### src/rtl/answer_pkg.sv
// answer_pkg: shared state encoding and 7-segment tables for the answer-window timer.
package answer_pkg;

    typedef enum logic [1:0] {IDLE, RUN, DONE} state_t;

    localparam logic [7:0] SEG_BLANK = 8'hFF;
    localparam logic [7:0] SEG_DASH  = 8'hBF;
    localparam logic [7:0] SEG_DIGIT [10] = '{8'hC0, 8'hF9, 8'hA4, 8'hB0, 8'h99,
                                              8'h92, 8'h82, 8'hF8, 8'h80, 8'h90};

    function automatic logic [7:0] int_to_seg(input logic [3:0] d);
        return (d <= 4'd9) ? SEG_DIGIT[d] : SEG_BLANK;
    endfunction

endpackage

### src/rtl/bcd_seg_encoder.sv
// bcd_seg_encoder: value -> {tens,units} active-low 7-seg bytes; values above 99 show two dashes.
module bcd_seg_encoder
    import answer_pkg::*;
#(
    parameter int IN_W = 8
) (
    input  logic [IN_W-1:0] value,
    output logic [15:0]     seg
);

    // Widen narrow inputs so the 99 limit and the divisor fit the arithmetic width.
    localparam int W = (IN_W > 7) ? IN_W : 7;

    logic [W-1:0] v;
    logic [3:0]   tens;
    logic [3:0]   units;

    always_comb begin
        v     = W'(value);
        tens  = 4'(v / W'(10));
        units = 4'(v % W'(10));
        seg   = (v > W'(99)) ? {SEG_DASH, SEG_DASH} : {int_to_seg(tens), int_to_seg(units)};
    end

endmodule

### src/rtl/answer_period_timer.sv
// answer_period_timer: PERIOD_SEC-second answer window with live/frozen per-channel count display.
// Optional countdown display on TimeSeg when ANSWER_COUNTDOWN_SEG_EN is defined.
module answer_period_timer
    import answer_pkg::*;
#(
    parameter int PERIOD_SEC = 5,
    parameter int NUM_CH     = 2,
    parameter int CNT_W      = 8,
    parameter int TIME_W     = 7
) (
    input  logic                    Clk100M,
    input  logic                    Rst,
    input  logic                    Tick1Hz,
    input  logic                    AnswerSig,
    input  logic                    Abort,
    input  logic [NUM_CH*CNT_W-1:0] UserCount,
    output logic                    Busy,
    output logic                    PostSig,
    output logic                    StopCount,
    output logic [TIME_W-1:0]       TimeLeft,
    output logic [NUM_CH*16-1:0]    CountSeg,
    output logic [15:0]             TimeSeg
);

    state_t                 state;
    state_t                 state_nx;
    logic [TIME_W-1:0]      tl_nx;
    logic                   frozen;
    logic [NUM_CH*16-1:0]   count_enc;

    always_ff @(posedge Clk100M) begin
        state <= Rst ? IDLE : state_nx;
    end

    always_comb begin
        state_nx = state;
        tl_nx    = TimeLeft;
        case (state)
            IDLE: if (AnswerSig) begin
                state_nx = RUN;
                tl_nx    = TIME_W'(PERIOD_SEC);
            end
            RUN: if (Abort) begin
                state_nx = IDLE;
                tl_nx    = '0;
            end else if (Tick1Hz) begin
                tl_nx    = TimeLeft - TIME_W'(1);
                state_nx = (TimeLeft == TIME_W'(1)) ? DONE : RUN;
            end
            default: state_nx = IDLE;
        endcase
    end

    always_comb begin
        Busy      = (state == RUN);
        PostSig   = (state == DONE);
        StopCount = (state == DONE);
    end

    // The seg register itself is the snapshot: its last load happens on the DONE cycle.
    always_ff @(posedge Clk100M) begin
        if (Rst) begin
            TimeLeft <= '0;
            frozen   <= 1'b0;
            CountSeg <= '1;
        end else begin
            TimeLeft <= tl_nx;
            frozen   <= (state == IDLE && AnswerSig) ? 1'b0 : (state == DONE) ? 1'b1 : frozen;
            if (!frozen) CountSeg <= count_enc;
        end
    end

    for (genvar g = 0; g < NUM_CH; g++) begin : g_ch
        bcd_seg_encoder #(.IN_W(CNT_W)) u_enc (
            .value(UserCount[g*CNT_W +: CNT_W]),
            .seg  (count_enc[g*16 +: 16])
        );
    end

`ifdef ANSWER_COUNTDOWN_SEG_EN
    logic [15:0] time_enc;

    bcd_seg_encoder #(.IN_W(TIME_W)) u_time_enc (
        .value(tl_nx),
        .seg  (time_enc)
    );

    always_ff @(posedge Clk100M) begin
        TimeSeg <= (Rst || state_nx != RUN) ? 16'hFFFF : time_enc;
    end
`else
    assign TimeSeg = 16'hFFFF;
`endif

endmodule

### config.mk
export PLATFORM = sky130hd
export DESIGN_NAME = answer_period_timer
export DESIGN_NICKNAME = d
export VERILOG_FILES = /design/src/rtl/answer_pkg.sv /design/src/rtl/bcd_seg_encoder.sv /design/src/rtl/answer_period_timer.sv
export SDC_FILE = /design/constraint.sdc
export NUM_CORES = 1
export LEC_CHECK = 0
export ABC_AREA = 0
export CAP_MARGIN = 20
export CORE_MARGIN = 2
export CORE_UTILIZATION = 48
export DETAILED_ROUTE_END_ITERATION = 8
export PLACE_DENSITY = 0.84
export SLEW_MARGIN = 20
export SYNTH_ARGS = -nofsm -noshare
export SYNTH_HDL_FRONTEND = slang
export SYNTH_SLANG_ARGS = --single-unit
export TNS_END_PERCENT = 20
### constraint.sdc
create_clock -name Clk100M -period 2.8 [get_ports Clk100M]
set_input_delay 0.42 -clock Clk100M [delete_from_list [all_inputs] [get_ports Clk100M]]
set_output_delay 0.42 -clock Clk100M [all_outputs]
set_load 0.005 [all_outputs]
# Word level (Yosys, flattened, before mapping)
# Memory sizes are Yosys's and may differ from the RTL's.
# Cells that the tools add are included.
# word_totals
ram_bits	0
wordCells	61
latch_bits	0
in_bits	21
register_bits	42
out_inout_bits	58
romBits	512
memories	4
# memory_table
name	depth	word_bits	read_ports	rd_ports_with_merged_regs	wr	line_no	text
(no name shown)	16	8	1	0	0	answer_pkg.sv:12	return (d <= 4'd9) ? SEG_DIGIT[d] : SEG_BLANK;
(no name shown)	16	8	1	0	0	answer_pkg.sv:12	
(no name shown)	16	8	1	0	0	answer_pkg.sv:12	
(no name shown)	16	8	1	0	0	answer_pkg.sv:12	
# op_classes
div_mod_pow	4
eq_ne	5
mul	0
n_mux	23
n_bitwise	4
n_reduce_logical	6
order_cmp	10
addsub	1
shift	0
# ops
cell	n
two-way mux 8 bit	12
two-way mux 16 bit	2
two-way mux 7 bit	3
greater-or-equal comparator 5 bit (second input constant)	4
NOT 4 -> 5 bit	4
divider 8 x 4 -> 8 bit (second input constant)	2
> comparator 8 x 7 -> 1 bit (second input constant)	2
<= comparator 4 bit (second input constant)	4
remainder unit 8 x 4 -> 8 bit (second input constant)	2
case mux 7 bit (2 select lines)	1
two-way mux 2 bit	4
== test 7 x 1 -> 1 bit (second input constant)	1
subtractor 7 x 1 -> 7 bit (second input constant)	1
case mux 2 bit (2 select lines)	1
inequality test 3 bit (second input constant)	1
AND reduction 3 bit	1
== test 2 x 1 -> 1 bit (second input constant)	1
== test 2 bit (second input constant)	1
zero test 2 bit	1
inequality test 2 bit (second input constant)	1
AND reduction 2 bit	1
nonzero test 2 bit	1
OR reduction 2 bit	1
logical AND 1 bit	1

# Logic depth before layout (Yosys ltp)
# logic_depth
depth_word	7
mapped_depth	15
mapped_depth_nobuf	14

# Hierarchy
# Synthesis repeated with hierarchy kept, for this count alone.
# unflattened
cells_unflattened	621
area_unflattened_um2	4814.6
# modules_own_cells
mod	seq_area_each_um2	cells_per_inst	area_per_inst_um2	instances
bcd_seg_encoder	0.0	218	1522.7	2
answer_period_timer	840.8	185	1769.2	1

# Least setup slack after synthesis
# No wires, ideal clock.
# synth_timing
path_kind	input port to flip-flop
from	in UserCount[13]
to	reg CountSeg[28]
setup_ps	122
path_stages	13
slack_ps	-179
path_buffers	0
arrival_ps	2857
path_cell_list	xnor2_1 > and2_0 > o21ai_0 > a31o_2 > and2_1 > o21ai_1 > ha_1 > maj3_1 > o2bb2ai_1 > a21oi_1 > a21oi_2 > nand2b_4 > o32a_1
# synth_between
elab_chain_cells	7
# synth_rtl
item	line_no	text
from (decl)	answer_period_timer.sv:16	input logic [NUM_CH*CNT_W-1:0] UserCount,
divider 8 x 4 -> 8 bit	bcd_seg_encoder.sv:20	tens = 4'(v / W'(10));
NOT 4 -> 5 bit (implied by the code)	answer_pkg.sv:12	
memory (16 x 8 bit)	-	
two-way mux 8 bit (implied by the code) (2 in a row)	answer_pkg.sv:12	
two-way mux 8 bit	answer_pkg.sv:12	
two-way mux 16 bit (*)	bcd_seg_encoder.sv:22	seg = (v > W'(99)) ? {SEG_DASH, SEG_DASH} : {int_to_seg(tens), int_to_seg(units)};
to (signal assigned)	answer_period_timer.sv:69	if (!frozen) CountSeg <= count_enc;
to (decl)	answer_period_timer.sv:21	output logic [NUM_CH*16-1:0] CountSeg,
# Mark *: on every way between the ends. The rest lies on a longest branch, timed or not. The select of a mux whose other input is x is not followed.
# A chain may end at the register's enable or synchronous reset.

# Worst setup path after layout
# layout_timing
from	in UserCount[10]
to	reg CountSeg[28]
# Same word-level chain as after synthesis.

==> summary.txt <==
largest net degree at the start of global routing - 26
die height - 95.4 um
CTS Sinks - 38
worst-margin pin slew - 0.514 ns
status - finished, final reports clean
DRT antenna net count - 0
die width - 95.4 um
Final Hold Fails - 0
die area - 9100 um^2
setup violators final - 0
most common cell in the netlist - nor2_1
vias - 4842
DP Worst Slack - -0.676 ns
cts bufs inserted - 5
clk slew on worst S/H paths - 0.09 ns
drt drc - 0
first-pass GRT wire length - 21000 um
Avg Vias per Cell - 5.96
drt pass-1 iters - 5
synth unique cells - 82
fmax - 0.361 GHz
register area share after synthesis - 19.0%
DRC marker count from the first detailed-route iteration - 389
core area - 8130 um^2
Max IR drop VDD - 0.215 mV
P&R area growth vs syn - 47.9%
Main synth FF type - dfxtp_1
cells after synthesis - 539
Skew-Pair Late Insertion Delay - 0.30 ns
P_leak - 2.55 nW
Post-synth EDFFs - 0
Worst Hold Slack - 0.462 ns
Worst Path Max Fanout - 6
# nets final - 738
Synth Warn # - 0
Hold/Removal Path Class - flop to flop
most frequent cells after synthesis - 54 x nor2_1, 38 x dfxtp_1, 36 x nand2_1, 36 x o21ai_0, 32 x a21oi_1
mean post-synth cell area - 7.44 um^2
io pins - 79
Power Density - 375 nW/um^2
hpwl dp - 9690 um
crit path launch type - input pin
IO Port Bufs - 58
final slew viol count - 0
max-capacitance violation count - 0
FFs w/ async S/R, synth - 0%
post-route setup TNS - 0 ns
grt ovf - 0
final wirelength - 13700 um
vias in the first global route - 4439
critical path endpoint category - flop
ANT cells - 0
final core occ - 72.9%
layout cells sized above 1 - 32.8%
Wirelength per Cell - 16.8 um
Synth area leaders - dfxtp_1 19%, nor2_1 5.1%, buf_4 4.9%
Period minus WS final - 2.77 ns
Yosys top cell by area - dfxtp_1
std cell rows - 33
Layout Skew - 0.00725 ns
Global Route Usage Sum - 28.7%
Mapped Area - 4010 um^2
initial antenna violation count - 0
global placement routability congestion - 0.956
Arr. time, crit path - 2.96 ns
Longest Clk Path Bufs - 2
worst endpoint required time - 2.99 ns
initial core utilization - 49.3%
proportion of netlist area held by the largest area contributor - 19.0%
fillcell total - 620
crit share post-route - 99.1%
Root Driver - clkbuf_8
CTS tree - yes
H-tree lvl count - 2
critical path type - input pin to flop
Yosys reg bits - 38
hold buffer count at cts - 0
Setup WS post-layout - 0.0265 ns
worst rel slew slack - 64.8%
Total Power - 0.00222 W
[metal layers]
layer	up-vias	share of wire, %	global-route usage (%)
li1	2293	-	-
met1	2302	41	35.8
met2	219	50	51.5
met3	28	6.0	2.77
met4	0	2.7	9.40
met5	-	0	0
[placed cells by master, fill, tap and decap left out, types with 8 or more instances in the layout]
master / n
a211oi_1: 8
a21o_1: 9
a21oi_1: 27
a31oi_1: 8
buf_4: 136
buf_6: 10
clkdlybuf4s50_1: 46
conb_1: 20
dfxtp_1: 38
inv_1: 17
nand2_1: 36
nand2b_1: 17
nand3_1: 11
nor2_1: 47
nor3_1: 9
o21ai_0: 29
o22ai_1: 11
xnor2_1: 11
[registers in the layout, summed over array words and instances, names as in the netlist]
name / cells
state: 2
frozen: 1
CountSeg: 28
TimeLeft: 7
[worst paths after layout]
kind	start	to	slack, ns	cells past startpoint
max	UserCount[10]	CountSeg[28]	0.03	15
min	state[1]	state[0]	0.46	1
max reg2reg	frozen	CountSeg[19]	1.01	5
min reg2reg	state[1]	state[0]	0.46	1
[through the flow]
step | instances | area [um^2]
global placement | 784 | 5360
floorplan | 558 | 4110
detailed placement | 784 | 5360
finish | 813 | 5930
CTS | 805 | 5740
global route | 813 | 5930
[cell type report]
class	instances	area [um^2]	area share (%)
clock buffers	5	68.8	1.16
clock inverters	3	68.8	1.16
inverters	20	78.8	1.33
multi-input cells	436	3110	52.4
flip-flops and latches	38	761	12.8
well taps	105	131	2.22
repair buffers	206	1710	28.8
[cell families (layout without fill, tap and decap cells)]
group	count (synthesis)	in the layout	synth area share [%]
AO/OA/AOI/OAI	188	188	34.0
XOR/XNOR	18	18	3.93
adder cells (fa/ha/maj)	11	11	3.37
buffers and inverters	84	234	12.5
flip-flops	38	38	19.0
multiplexers	9	9	2.40
other	1	20	0.0936
AND/OR/NAND/NOR	190	190	24.8
[power by group]
part / internal [W] / total (W) / switching, W / leakage, nW
Clock: 0.000357 / 0.000580 / 0.000223 / 0.0683
Combinational: 0.000531 / 0.00102 / 0.000492 / 2.16
Sequential: 0.000582 / 0.000618 / 0.0000359 / 0.314
Total: 0.00147 / 0.00222 / 0.000750 / 2.55
[what timing repair did]
item | CTS | global route
buffers inserted | 13 | 8
setup endpoints to repair | 14 | 14
pin swaps | 17 | 31
resized for setup | 51 | 55
gates cloned | 0 | 1
[worst max-delay path: stages]
cell and delay [ns]:
buf_2 0.14, buf_4 0.16, or2b_1 0.26, nor2_2 0.11, o21ai_1 0.09, a31o_2 0.27, and2_4 0.17, o21ai_4 0.19
ha_4 0.19, maj3_2 0.20, o2bb2ai_2 0.06, a21oi_2 0.13, a21oi_2 0.05, nand2b_4 0.18, o32a_1 0.35
(Power assumes the default switching activity.)
